--- src/rtl/fetch_queue_ctrl.sv ---
// Instruction prefetch sequencer: issues in-order word fetches, pushes {pc, inst}
// into the fetch SyncQueue, and reserves queue space for every live in-flight request.
module fetch_queue_ctrl #(
    parameter logic [31:0] RESET_PC        = 32'h0000_0000,
    parameter int          QUEUE_SIZE      = 32,
    parameter int          MAX_OUTSTANDING = 4
) (
    input  logic        clk,
    input  logic        reset,
    input  logic        redirect_valid,
    input  logic [31:0] redirect_pc,
    input  logic        mem_req_ready,
    output logic        mem_req_valid,
    output logic [31:0] mem_req_addr,
    input  logic        mem_resp_valid,
    input  logic [31:0] mem_resp_data,
    output logic        q_wvalid,
    output logic [63:0] q_wdata,
    output logic        q_kill,
    input  logic        q_rfire
);
    localparam int CW = $clog2(QUEUE_SIZE) + 1;
    localparam int SW = CW + 1;
    localparam logic [SW-1:0] FILL_LIMIT = SW'(QUEUE_SIZE - 2);
    localparam logic [CW-1:0] MAX_O      = CW'(MAX_OUTSTANDING);

    typedef enum logic {IDLE, RUN} state_t;

    state_t        state;
    logic [31:0]   fetch_pc;
    logic [31:0]   resp_pc;
    logic [CW-1:0] o_cnt;
    logic [CW-1:0] s_cnt;
    logic [CW-1:0] occ;

    logic [CW-1:0] live;
    logic [SW-1:0] fill;
    logic          req_fire;
    logic          resp_live;
    logic          resp_stale;
    logic [CW-1:0] o_after_resp;
    logic [CW-1:0] o_next;

    // Handshake: a request transfers on a cycle with mem_req_valid && mem_req_ready;
    // responses come back in issue order and cannot be stalled.
    always_comb begin
        live          = o_cnt - s_cnt;
        fill          = {1'b0, occ} + {1'b0, live};
        mem_req_valid = (state == RUN) && !redirect_valid && (o_cnt < MAX_O) && (fill < FILL_LIMIT);
        mem_req_addr  = fetch_pc;
        req_fire      = mem_req_valid && mem_req_ready;
        resp_live     = mem_resp_valid && !redirect_valid && (s_cnt == '0);
        resp_stale    = mem_resp_valid && !redirect_valid && (s_cnt != '0);
        q_wvalid      = resp_live;
        q_wdata       = {resp_pc, mem_resp_data};
        q_kill        = redirect_valid;
        o_after_resp  = o_cnt - CW'(mem_resp_valid);
        o_next        = o_after_resp + CW'(req_fire);
    end

    always_ff @(posedge clk) begin
        if (reset) begin
            state    <= IDLE;
            fetch_pc <= RESET_PC;
            resp_pc  <= RESET_PC;
            o_cnt    <= '0;
            s_cnt    <= '0;
            occ      <= '0;
        end else begin
            state <= RUN;
            o_cnt <= o_next;
            if (redirect_valid) begin
                // Everything still outstanding after this cycle belongs to the old stream.
                s_cnt    <= o_after_resp;
                occ      <= '0;
                fetch_pc <= redirect_pc & 32'hFFFF_FFFC;
                resp_pc  <= redirect_pc & 32'hFFFF_FFFC;
            end else begin
                s_cnt <= s_cnt - CW'(resp_stale);
                occ   <= occ + CW'(q_wvalid) - CW'(q_rfire);
                if (req_fire)
                    fetch_pc <= fetch_pc + 32'd4;
                if (resp_live)
                    resp_pc <= resp_pc + 32'd4;
            end
        end
    end

    a_counts_ordered: assert property (@(posedge clk) disable iff (reset)
        (s_cnt <= o_cnt) && (o_cnt <= MAX_O));
    a_fill_bound: assert property (@(posedge clk) disable iff (reset)
        fill <= FILL_LIMIT);
    a_push_not_killed: assert property (@(posedge clk) disable iff (reset)
        !(q_wvalid && q_kill));
    a_resp_expected: assert property (@(posedge clk) disable iff (reset)
        !(mem_resp_valid && (o_cnt == '0)));

endmodule

--- config.mk ---
export PLATFORM = sky130hd
export DESIGN_NAME = fetch_queue_ctrl
export DESIGN_NICKNAME = d
export VERILOG_FILES = /design/src/rtl/fetch_queue_ctrl.sv
export SDC_FILE = /design/constraint.sdc
export NUM_CORES = 1
export LEC_CHECK = 0
export ABC_CLOCK_PERIOD_IN_PS = 4400
export BUFFER_PORTS_ARGS = -buffer_cell sky130_fd_sc_hd__buf_2
export CORE_AREA = 2 2 105 107
export DETAILED_ROUTE_END_ITERATION = 7
export DIE_AREA = 0 0 107 109
export HOLD_SLACK_MARGIN = 0.15
export PLACE_DENSITY_LB_ADDON = 0.15
export SYNTH_ARGS = -nofsm -noshare
export SYNTH_HDL_FRONTEND = slang
export SYNTH_SLANG_ARGS = --single-unit
--- constraint.sdc ---
create_clock -name clk -period 4.4 [get_ports clk]
set_clock_uncertainty 0.15 [all_clocks]
set_input_delay 0.22 -clock clk [delete_from_list [all_inputs] [get_ports clk]]
set_output_delay 0.22 -clock clk [all_outputs]
set_load 0.02 [all_outputs]
==> metrics.md, run 1 <==
| Metric | Value |
|---|---|
| Status | completed |
| Post-DP HPWL | 10840 um |
| Most Frequent Cell on Critical Path | ha_1 |
| Largest net degree at the start of global routing | 64 |
| PortBufs | 98 |
| DRC | 0 |
| Worst Setup End Kind | flop |
| Vias in the first global route | 4900 |
| CP arrival | 4.21 ns |
| Cell variety after synth | 65 |
| Critical path's top delay family | simple AND/OR/NAND/NOR gates |
| R2r startpoint | s_cnt[0] |
| Synth Cell Area | 0.005174 mm2 |
| Post-synth ARST share | 0% |
| Slew Viols, Final | 0 |
| Starting density of the core | 48.80% |
| Synth warn | 0 |
| Critical Path Start Type | flop |
| Clock transition at path regs | 0.09 ns |
| Worst slew pin tran | 0.7832 ns |
| Peak Freq | 0.2468 GHz |
| Dpl ws | 0.4226 ns |
| Final ANT Viol Nets | 0 |
| Yosys top cell area share | 30.57% |
| DR vias | 4914 |
| Primary FF master, synth | dfxtp_1 |
| Max stage delay on crit path | 0.48 ns |
| Crit path kind | flop to flop |
| Number of H-tree levels | 3 |
| Count of final hold-check violations | 0 |
| CTS tree | yes |
| Post-synth EDFFs | 0 |
| Sequential-to-total area share from yosys stat | 30.57% |
| Longest Clk Path Bufs | 2 |
| Clk sink count | 79 |
| Synthesized instance count | 635 |
| WL final | 14980 um |
| Detailed Routing Iterations Pass 1 | 5 |
| Core Footprint | 0.01060 mm2 |
| Syn avg cell area | 8.148 um2 |
| All-layer global routing usage | 26.31% |
| CP max FO | 12 |
| 1st-iter DRT viols | 300 |
| Yosys top cell by area | dfxtp_1 |
| Setup TNS | 0 ns |
| Vias per std cell | 5.674 |
| R2R Setup Slk | 0.35 ns |
| Clk_lat worst skew | 0.38 ns |
| Crit-path cells | ha_1 > inv_1 > fa_1 > xor2_1 > ha_1 > and4b_1 > nor2_1 > nor4_2 > o32ai_4 > buf_4 > nor3_1 > mux2_2 > a21oi_1 |
| Die Y | 109 um |
| I/O pins | 169 |
| Cell Rows | 38 |
| Synth area leaders | dfxtp_1 31%, xnor2_1 6.1%, ha_1 5.8% |
| Endpoints failing setup | 0 |
| Width of the die | 107 um |
| Req. time, crit path | 4.56 ns |
| Global route total overflow | 0 |
| Slowest library cell on the worst path | nor4_2 |
| Area grow syn2layout | 16.13% |
| Yosys reg bits | 79 |
| Final RePlAce weighted congestion | 0.8797 |
| Synth top cells by count | 79 x dfxtp_1, 73 x nand2_1, 44 x nor2_1 |
| Average routed wire per standard cell | 17.30 um |
| Worst setup margin | 0.3474 ns |
| Crit path launch | s_cnt[0] |
| Slew headroom | 47.31% |
| Hold crit path type | primary input to flop |
| Most common cell in the netlist | dfxtp_1 |
| Peak VDD IR | 0.0003098 V |
| Die area | 0.01166 mm2 |
| Static leakage | 2.491 nW |
| First-pass GRT wire length | 23920 um |
| Initial antenna violation count | 0 |
| Post-CTS resize count | 0 |
| Hold Crit Start | mem_resp_valid |
| Period minus WS final | 4.053 ns |
| Tcrit/Tclk final | 92.10% |
| Fin nets | 818 |
| RSZ-0062 raised after global routing | false |
| Number of buffers created by CTS | 9 |
| Max cap viols | 0 |
| Share of layout cells above drive strength 1 | 18.73% |
| Pwr/cell area | 472.1 mW/mm2 |
| Worst Path Buf+Inv | 2 |
| Root Driver | clkbuf_8 |
| ANT cells | 0 |
[what timing repair did]
item,CTS,global route
endpoints found under the setup margin,0,0
setup buffers,0,0
hold endpoints to repair,57,0
hold buffers,30,0
[power by group]
part	leakage, nW	switching (mW)	internal (mW)
registers	0.654	0.0952	0.790
clock network	0.0956	0.300	0.263
logic	1.74	0.835	0.553
total	2.49	1.23	1.61
[area by class of cell]
| class | instances | area [um2] |
|---|---|---|
| Fill cell | 996 | 4594 |
| Multi-Input combinational cell | 466 | 3103 |
| Sequential cell | 79 | 1582 |
| Timing Repair Buffer | 134 | 835.8 |
| Tap cell | 140 | 175.2 |
| Clock buffer | 9 | 123.9 |
| Inverter | 31 | 116.4 |
| Clock inverter | 7 | 72.57 |
[registers in the layout, indices dropped and copies added, names as in the netlist]
name / flops
o_cnt: 6
mem_req_addr: 30
state: 1
resp_pc: 30
s_cnt: 6
occ: 6
[worst register-to-register path, delay by kind of cell, from the launching register on]
kind                     cells  cell delay (ns)
XOR/XNOR                     1             0.20
AND/OR/NAND/NOR              4             1.24
adder cells (fa/ha/maj)      3             0.93
AO/OA/AOI/OAI                2             0.37
flip-flops                   1             0.41
multiplexers                 1             0.39
buffers and inverters        2             0.30
[stage by stage]
step | hold slack [ns] | cells | power [mW] | util [%] | cell area, um2
detailed placement | 0.2901 | 820 | 2.237 | 51.98 | 5512
global route | 0.2523 | 866 | 3.021 | 56.67 | 6008
global placement | 0.2901 | 820 | 2.196 | 51.98 | 5512
CTS | 0.1591 | 866 | 2.835 | 56.67 | 6008
floorplan | 0.2146 | 638 | 1.963 | - | 5185
finish | 0.1816 | 866 | 2.836 | 56.67 | 6008
[cell usage in the layout (no fill, tap or decap), types with 14 or more instances in the layout]
| cell | netlist | routed |
|---|---|---|
| buf_2 | 0 | 98 |
| dfxtp_1 | 79 | 79 |
| nand2_1 | 73 | 73 |
| nor2_1 | 44 | 44 |
| xnor2_1 | 36 | 36 |
| inv_1 | 30 | 30 |
| dlygate4sd3_1 | 0 | 30 |
| nor3_1 | 27 | 27 |
| a21oi_1 | 25 | 25 |
| nand3_1 | 25 | 25 |
| ha_1 | 24 | 24 |
| o21ai_0 | 23 | 23 |
| xor2_1 | 21 | 21 |
| and3_1 | 18 | 18 |
| a21boi_0 | 16 | 16 |
| nand4_1 | 15 | 15 |
| a31oi_1 | 14 | 14 |
[kinds of logic (layout without fill, tap and decap cells)]
| group | count (synthesis) | after routing | synth area share, % |
|---|---|---|---|
| and+or+nand+nor | 250 | 250 | 25.17 |
| adders and majority gates | 27 | 27 | 6.965 |
| AOI/OAI and AO/OA | 127 | 127 | 17.68 |
| xor gates and xnor gates | 57 | 57 | 9.649 |
| other | 1 | 4 | 0.07248 |
| DFF | 79 | 79 | 30.57 |
| muxes | 1 | 1 | 0.2176 |
| buffers and inverters | 93 | 181 | 9.673 |
[layer usage]
layer	GRT usage (%)	wire length, um	up-vias
met1	31.51	6317	2318
met5	0	0	-
met3	4.483	812	36
met4	14.01	492	0
li1	-	-	2371
met2	45.22	7361	189
[worst paths after layout]
path,endpoint,depth (start not counted)
setup / recovery,mem_req_addr[21],13
hold / removal,s_cnt[0],5
setup reg to reg,mem_req_addr[21],13
hold reg to reg,mem_req_addr[11],2
Note: power is estimated with default switching activity, not from simulation.
==> inputs of run 2 (changes only) <==
--- a/config.mk
+++ b/config.mk
@@ -6,7 +6,7 @@
 export NUM_CORES = 1
 export LEC_CHECK = 0
 export ABC_CLOCK_PERIOD_IN_PS = 4400
-export BUFFER_PORTS_ARGS = -buffer_cell sky130_fd_sc_hd__buf_2
+export BUFFER_PORTS_ARGS = -buffer_cell sky130_fd_sc_hd__buf_4
 export CORE_AREA = 2 2 105 107
 export DETAILED_ROUTE_END_ITERATION = 7
 export DIE_AREA = 0 0 107 109
==> metrics.md, run 2 (synthesized netlist as in run 1, its figures left out) <==
| Metric | Value |
|---|---|
| CP arrival | 4.18 ns (-0.03 ns) |
| Cell Rows | 38 (unchanged) |
| Longest Clk Path Bufs | 2 (unchanged) |
| Endpoints failing setup | 0 (unchanged) |
| Area grow syn2layout | 21.14% |
| Starting density of the core | 48.80% (unchanged) |
| Slowest library cell on the worst path | o32ai_4 |
| Crit-path cells | ha_1 > inv_1 > fa_1 > xor2_1 > ha_1 > nor2b_4 > or3_4 > o311a_4 > o32ai_4 > nor2_1 > ha_1 > ha_1 > nand2_1 > nor2_1 > xor2_1 > nor2_1 |
| Post-CTS Setup Bufs | 0 (unchanged) |
| WL final | 15120 um (+0.89%) |
| Fin nets | 814 (-0.49%) |
| Hold crit path type | primary input to flop |
| Detailed Routing Iterations Pass 1 | 5 (unchanged) |
| Final RePlAce weighted congestion | 0.8645 (-1.7%) |
| Peak Freq | 0.2443 GHz (-1.0%) |
| All-layer global routing usage | 26.17% (-0.14 points) |
| Peak VDD IR | 0.0003753 V (+21%) |
| Crit path kind | flop to flop |
| Largest net degree at the start of global routing | 64 (unchanged) |
| Number of H-tree levels | 3 (unchanged) |
| Worst reg2reg path depth | 16 (+3) |
| PortBufs | 98 (unchanged) |
| Commonest cells after routing, fill and taps aside | 102 x buf_4, 79 x dfxtp_1, 73 x nand2_1 |
| Slew headroom | 48.31% (+1.0 points) |
| Final Cell Area | 0.006267 mm2 (+4.3%) |
| Met2 wire len | 7610 um (+3.4%) |
| Die Y | 109 um (unchanged) |
| Setup TNS | 0 ns (unchanged) |
| Hold Path Depth | 3 (-2) |
| CTS tree | yes |
| Width of the die | 107 um (unchanged) |
| Critical Path Start Type | flop |
| Clk_lat worst skew | 0.36 ns (-0.02 ns) |
| Count of final hold-check violations | 0 (unchanged) |
| Worst setup margin | 0.3059 ns (-0.04149 ns) |
| Commonest non-fill, non-tap cell in the layout | buf_4 |
| RSZ-0062 raised after global routing | false |
| Average routed wire per standard cell | 17.54 um (+1.4%) |
| Post-CTS resize count | 0 (unchanged) |
| Met1 wire length | 6230 um (-1.4%) |
| Initial antenna violation count | 0 (unchanged) |
| Clk sink count | 79 (unchanged) |
| Max stage delay on crit path | 0.48 ns (about the same) |
| Post-DP HPWL | 10850 um (about the same) |
| Tcrit/Tclk final | 93.05% (+0.94 points) |
| DR vias | 4904 (-0.20%) |
| Met3 routed WL | 911 um (+12%) |
| Top sig layer | met4 |
| First-pass GRT wire length | 23960 um (+0.17%) |
| Final ANT Viol Nets | 0 (unchanged) |
| Static leakage | 2.546 nW (+2.2%) |
| Req. time, crit path | 4.48 ns (-0.08 ns) |
| Share of layout cells above drive strength 1 | 18.56% (-0.17 points) |
| Placed Instance Area | 0.005742 mm2 (+4.2%) |
| ANT cells | 0 (unchanged) |
| Global route total overflow | 0 (unchanged) |
| Number of buffers created by CTS | 9 (unchanged) |
| I/O pins | 169 (unchanged) |
| 1st-iter DRT viols | 233 (-22%) |
| Most Frequent Cell on Critical Path | ha_1 |
| Root Driver | clkbuf_8 |
| Dpl ws | 0.3423 ns (-0.08031 ns) |
| Core Footprint | 0.01060 mm2 (unchanged) |
| DRC | 0 (unchanged) |
| Vias per std cell | 5.689 (+0.26%) |
| Period minus WS final | 4.094 ns (+0.04149 ns) |
| Status | completed |
| Slew Viols, Final | 0 (unchanged) |
| Worst slew pin tran | 0.7695 ns (-0.01374 ns) |
| CP max FO | 12 (unchanged) |
| Vias in the first global route | 4817 (-1.7%) |
| Die area | 0.01166 mm2 (unchanged) |
| Clock transition at path regs | 0.09 ns (about the same) |
| Pwr/cell area | 472.9 mW/mm2 (+0.19%) |
| Worst Setup End Kind | flop |
| Max cap viols | 0 (unchanged) |
run 2: changes by cell type in the layout (fill, tap and decap cells not counted):
cell	delta
inv_6	-1
clkinv_4	+2
clkinv_2	-1
clkinvlp_4	-2
buf_2	-98
dlygate4sd3_1	-2
bufinv_16	+2
buf_4	+96
run 2: power by group:
part | internal (mW) | switching (mW) | total, mW
registers | 0.790 | 0.0973 | 0.887
clock network | 0.379 | 0.290 | 0.668
logic | 0.579 | 0.829 | 1.41
run 2: critical path, delay by kind of cell (launching register included):
kind            cells  cell delay, ns
fa+ha+maj           5            1.36
compound gates      2            0.82
simple gates        6            0.79
flops               1            0.42
xor+xnor            2            0.38
buf+inv             1            0.06
run 2: layout make-up:
| type | instances | area, um2 |
|---|---|---|
| Sequential cell | 79 | 1582 |
| Multi-Input combinational cell | 466 | 3103 |
| Inverter | 31 | 116.4 |
| Clock inverter | 7 | 121.4 |
| Tap cell | 140 | 175.2 |
| Clock buffer | 9 | 123.9 |
| Fill cell | 969 | 4335 |
| Timing Repair Buffer | 130 | 1046 |
run 2: path summary, 6_finish.rpt:
kind,start,slack [ns],to
min,redirect_pc[25],0.16,mem_req_addr[25]
max reg2reg,s_cnt[0],0.31,o_cnt[4]
max,s_cnt[0],0.31,o_cnt[4]
min reg2reg,mem_req_addr[20],0.39,mem_req_addr[20]
run 2: what timing repair did:
action,4_1_cts,5_1_grt
endpoints found under the setup margin,0,0
hold buffers,26,2
endpoints found under the hold margin,49,2
run 2: routing by layer:
metal,track usage [%],up-vias
met5,0,-
met4,10.11,0
met3,4.901,29
met2,46.22,179
met1,31.56,2340
li1,-,2356
run 2: stage by stage:
| stage | std cells | total power, mW | hold slack, ns | util (%) |
|---|---|---|---|---|
| floorplan | 638 | 1.963 | 0.2146 | - |
| global placement | 818 | 2.222 | 0.2901 | 54.15 |
| detailed placement | 818 | 2.262 | 0.2901 | 54.15 |
| CTS | 860 | 2.955 | 0.1517 | 58.92 |
| global route | 862 | 3.141 | 0.1743 | 59.11 |
| finish | 862 | 2.964 | 0.1596 | 59.11 |
==> inputs of run 3 (changes only) <==
--- a/config.mk
+++ b/config.mk
@@ -7,11 +7,11 @@
 export LEC_CHECK = 0
 export ABC_CLOCK_PERIOD_IN_PS = 4400
 export BUFFER_PORTS_ARGS = -buffer_cell sky130_fd_sc_hd__buf_4
-export CORE_AREA = 2 2 105 107
+export CORE_AREA = 2 2 117 119
 export DETAILED_ROUTE_END_ITERATION = 7
-export DIE_AREA = 0 0 107 109
+export DIE_AREA = 0 0 119 121
 export HOLD_SLACK_MARGIN = 0.15
-export PLACE_DENSITY_LB_ADDON = 0.15
+export PLACE_DENSITY_LB_ADDON = 0.2
 export SYNTH_ARGS = -nofsm -noshare
 export SYNTH_HDL_FRONTEND = slang
 export SYNTH_SLANG_ARGS = --single-unit
==> metrics.md, run 3 (synthesized netlist as in run 1, its figures left out) <==
| Metric | Value |
|---|---|
| Die Y | 121 um (+11%) |
| Max stage delay on crit path | 0.42 ns (-0.06 ns) |
| Static leakage | 2.545 nW (about the same) |
| Most Frequent Cell on Critical Path | ha_1 |
| Req. time, crit path | 4.52 ns (+0.04 ns) |
| Period minus WS final | 3.980 ns (-0.1142 ns) |
| First-pass GRT wire length | 24340 um (+1.6%) |
| 1st-iter DRT viols | 295 (+27%) |
| Fin nets | 810 (-0.49%) |
| Setup TNS | 0 ns (unchanged) |
| Detailed Routing Iterations Pass 1 | 5 (unchanged) |
| Area grow syn2layout | 21.96% |
| Commonest cells after routing, fill and taps aside | 102 x buf_4, 79 x dfxtp_1, 73 x nand2_1 |
| Placed Instance Area | 0.005787 mm2 (+0.78%) |
| Initial antenna violation count | 0 (unchanged) |
| CP arrival | 4.10 ns (-0.08 ns) |
| Vias per std cell | 5.444 (-4.3%) |
| Final ANT Viol Nets | 0 (unchanged) |
| Clk_lat worst skew | 0.35 ns (about the same) |
| Status | completed |
| Width of the die | 119 um (+11%) |
| Starting density of the core | 39.54% (-9.3 points) |
| Peak VDD IR | 0.0002969 V (-21%) |
| Slowest library cell on the worst path | dfxtp_1 |
| Final RePlAce weighted congestion | 0.8692 (+0.54%) |
| R2r startpoint | s_cnt[0] |
| CP max FO | 18 (+6) |
| Number of buffers created by CTS | 9 (unchanged) |
| Max cap viols | 0 (unchanged) |
| Pwr/cell area | 477.7 mW/mm2 (+1.0%) |
| Critical path capture point | mem_req_addr[21] |
| Global route total overflow | 0 (unchanged) |
| Share of layout cells above drive strength 1 | 18.66% (+0.10 points) |
| Hold crit path type | primary input to flop |
| All-layer global routing usage | 21.44% (-4.7 points) |
| WL final | 15300 um (+1.2%) |
| Final Cell Area | 0.006310 mm2 (+0.68%) |
| Slew Viols, Final | 0 (unchanged) |
| Longest Clk Path Bufs | 2 (unchanged) |
| Vias in the first global route | 4723 (-2.0%) |
| Number of H-tree levels | 3 (unchanged) |
| Critical Path Start Type | flop |
| Worst reg2reg path depth | 13 (-3) |
| R2R Setup Slk | 0.42 ns (+0.11 ns) |
| Largest net degree at the start of global routing | 64 (unchanged) |
| Slew headroom | 37.25% (-11 points) |
| Crit path kind | flop to flop |
| Tcrit/Tclk final | 90.45% (-2.6 points) |
| Peak Freq | 0.2513 GHz (+2.9%) |
| DRC | 0 (unchanged) |
| Worst slew pin tran | 0.9326 ns (+0.1631 ns) |
| Worst Setup End Kind | flop |
| Reg2reg end | mem_req_addr[21] |
| Post-DP HPWL | 11200 um (+3.3%) |
| ANT cells | 0 (unchanged) |
| Crit-path cells | ha_1 > inv_1 > fa_1 > xor2_1 > ha_1 > nor2b_4 > or3_4 > a311oi_4 > o32ai_4 > buf_4 > nor3_1 > mux2_2 > a21oi_1 |
| Endpoints failing setup | 0 (unchanged) |
| Crit path launch | s_cnt[0] |
| Count of final hold-check violations | 0 (unchanged) |
| Clock transition at path regs | 0.07 ns (-0.02 ns) |
| Total power | 3.014 mW (+1.7%) |
| I/O pins | 169 (unchanged) |
| Clk sink count | 79 (unchanged) |
| CTS tree | yes |
| Fill cell count | 1280 (+32%) |
| RSZ-0062 raised after global routing | false |
| Root Driver | clkbuf_16 |
| DR vias | 4867 (-0.75%) |
| Die area | 0.01440 mm2 (+23%) |
| PortBufs | 98 (unchanged) |
| Post-CTS resize count | 0 (unchanged) |
| Average routed wire per standard cell | 17.11 um (-2.4%) |
| Cell Rows | 42 (+11%) |
| Core Footprint | 0.01309 mm2 (+23%) |
| Commonest non-fill, non-tap cell in the layout | buf_4 |
-- run 3: changes by cell type in the layout (fill, tap and decap cells not counted), sizes merged --
cell         change
clkbuf           +1
clkinvlp         +1
dlygate4sd3      -4
clkinv           -1
inv              +2
bufinv           -3
-- run 3: area by class of cell --
class                      count  area [um2]  area share (%)
clock buffer                  10       239.0           3.787
clock inverter                 6       43.79          0.6940
inverter                      31       116.4           1.844
multi-input combinational    466        3103           49.18
sequential                    79        1582           25.06
tap                          176       220.2           3.490
timing repair buffer         126        1006           15.94
-- run 3: power breakdown --
part / switching [mW] / internal (mW) / total (mW)
clock: 0.321 / 0.401 / 0.722
sequential: 0.0947 / 0.791 / 0.885
combinational: 0.831 / 0.576 / 1.41
total: 1.25 / 1.77 / 3.01
-- run 3: what timing repair did --
item | in CTS | in global routing
buffers inserted | 0 | 0
hold buffers | 24 | 0
hold endpoints to repair | 43 | 0
-- run 3: worst min path at each step --
stage,from,cells past startpoint,to
after floorplan,redirect_pc[19],2,resp_pc[19]
after global placement,mem_resp_data[0],0,q_wdata[0]
after detailed placement,mem_resp_data[0],0,q_wdata[0]
after CTS,redirect_pc[27],3,resp_pc[27]
after global routing,redirect_pc[27],3,mem_req_addr[27]
final,redirect_pc[27],3,resp_pc[27]
-- run 3: metrics by stage --
| step | instances | utilization (%) | setup slack, ns | hold slack (ns) |
|---|---|---|---|---|
| global route | 894 | 48.22 | 0.2215 | 0.1636 |
| floorplan | 638 | - | 0.5849 | 0.2146 |
| CTS | 894 | 48.22 | 0.4559 | 0.1551 |
| detailed placement | 854 | 44.22 | 0.4837 | 0.2901 |
| finish | 894 | 48.22 | 0.4201 | 0.1651 |
| global placement | 854 | 44.22 | 0.5408 | 0.2901 |
-- run 3: per-layer routing --
layer  global-route usage [%]  routed length (um)
met1                    26.57                6638
met2                    36.24                7415
met3                    6.297                 975
met4                    5.952                 270
met5                        0                   0
-- run 3: critical path, delay by kind of cell, from the launching register on --
kind,cells,cell delay (ns)
flops,1,0.42
compound gates,3,0.66
fa+ha+maj,3,0.92
mux,1,0.38
simple gates,3,0.88
xor+xnor,1,0.19
buf+inv,2,0.28
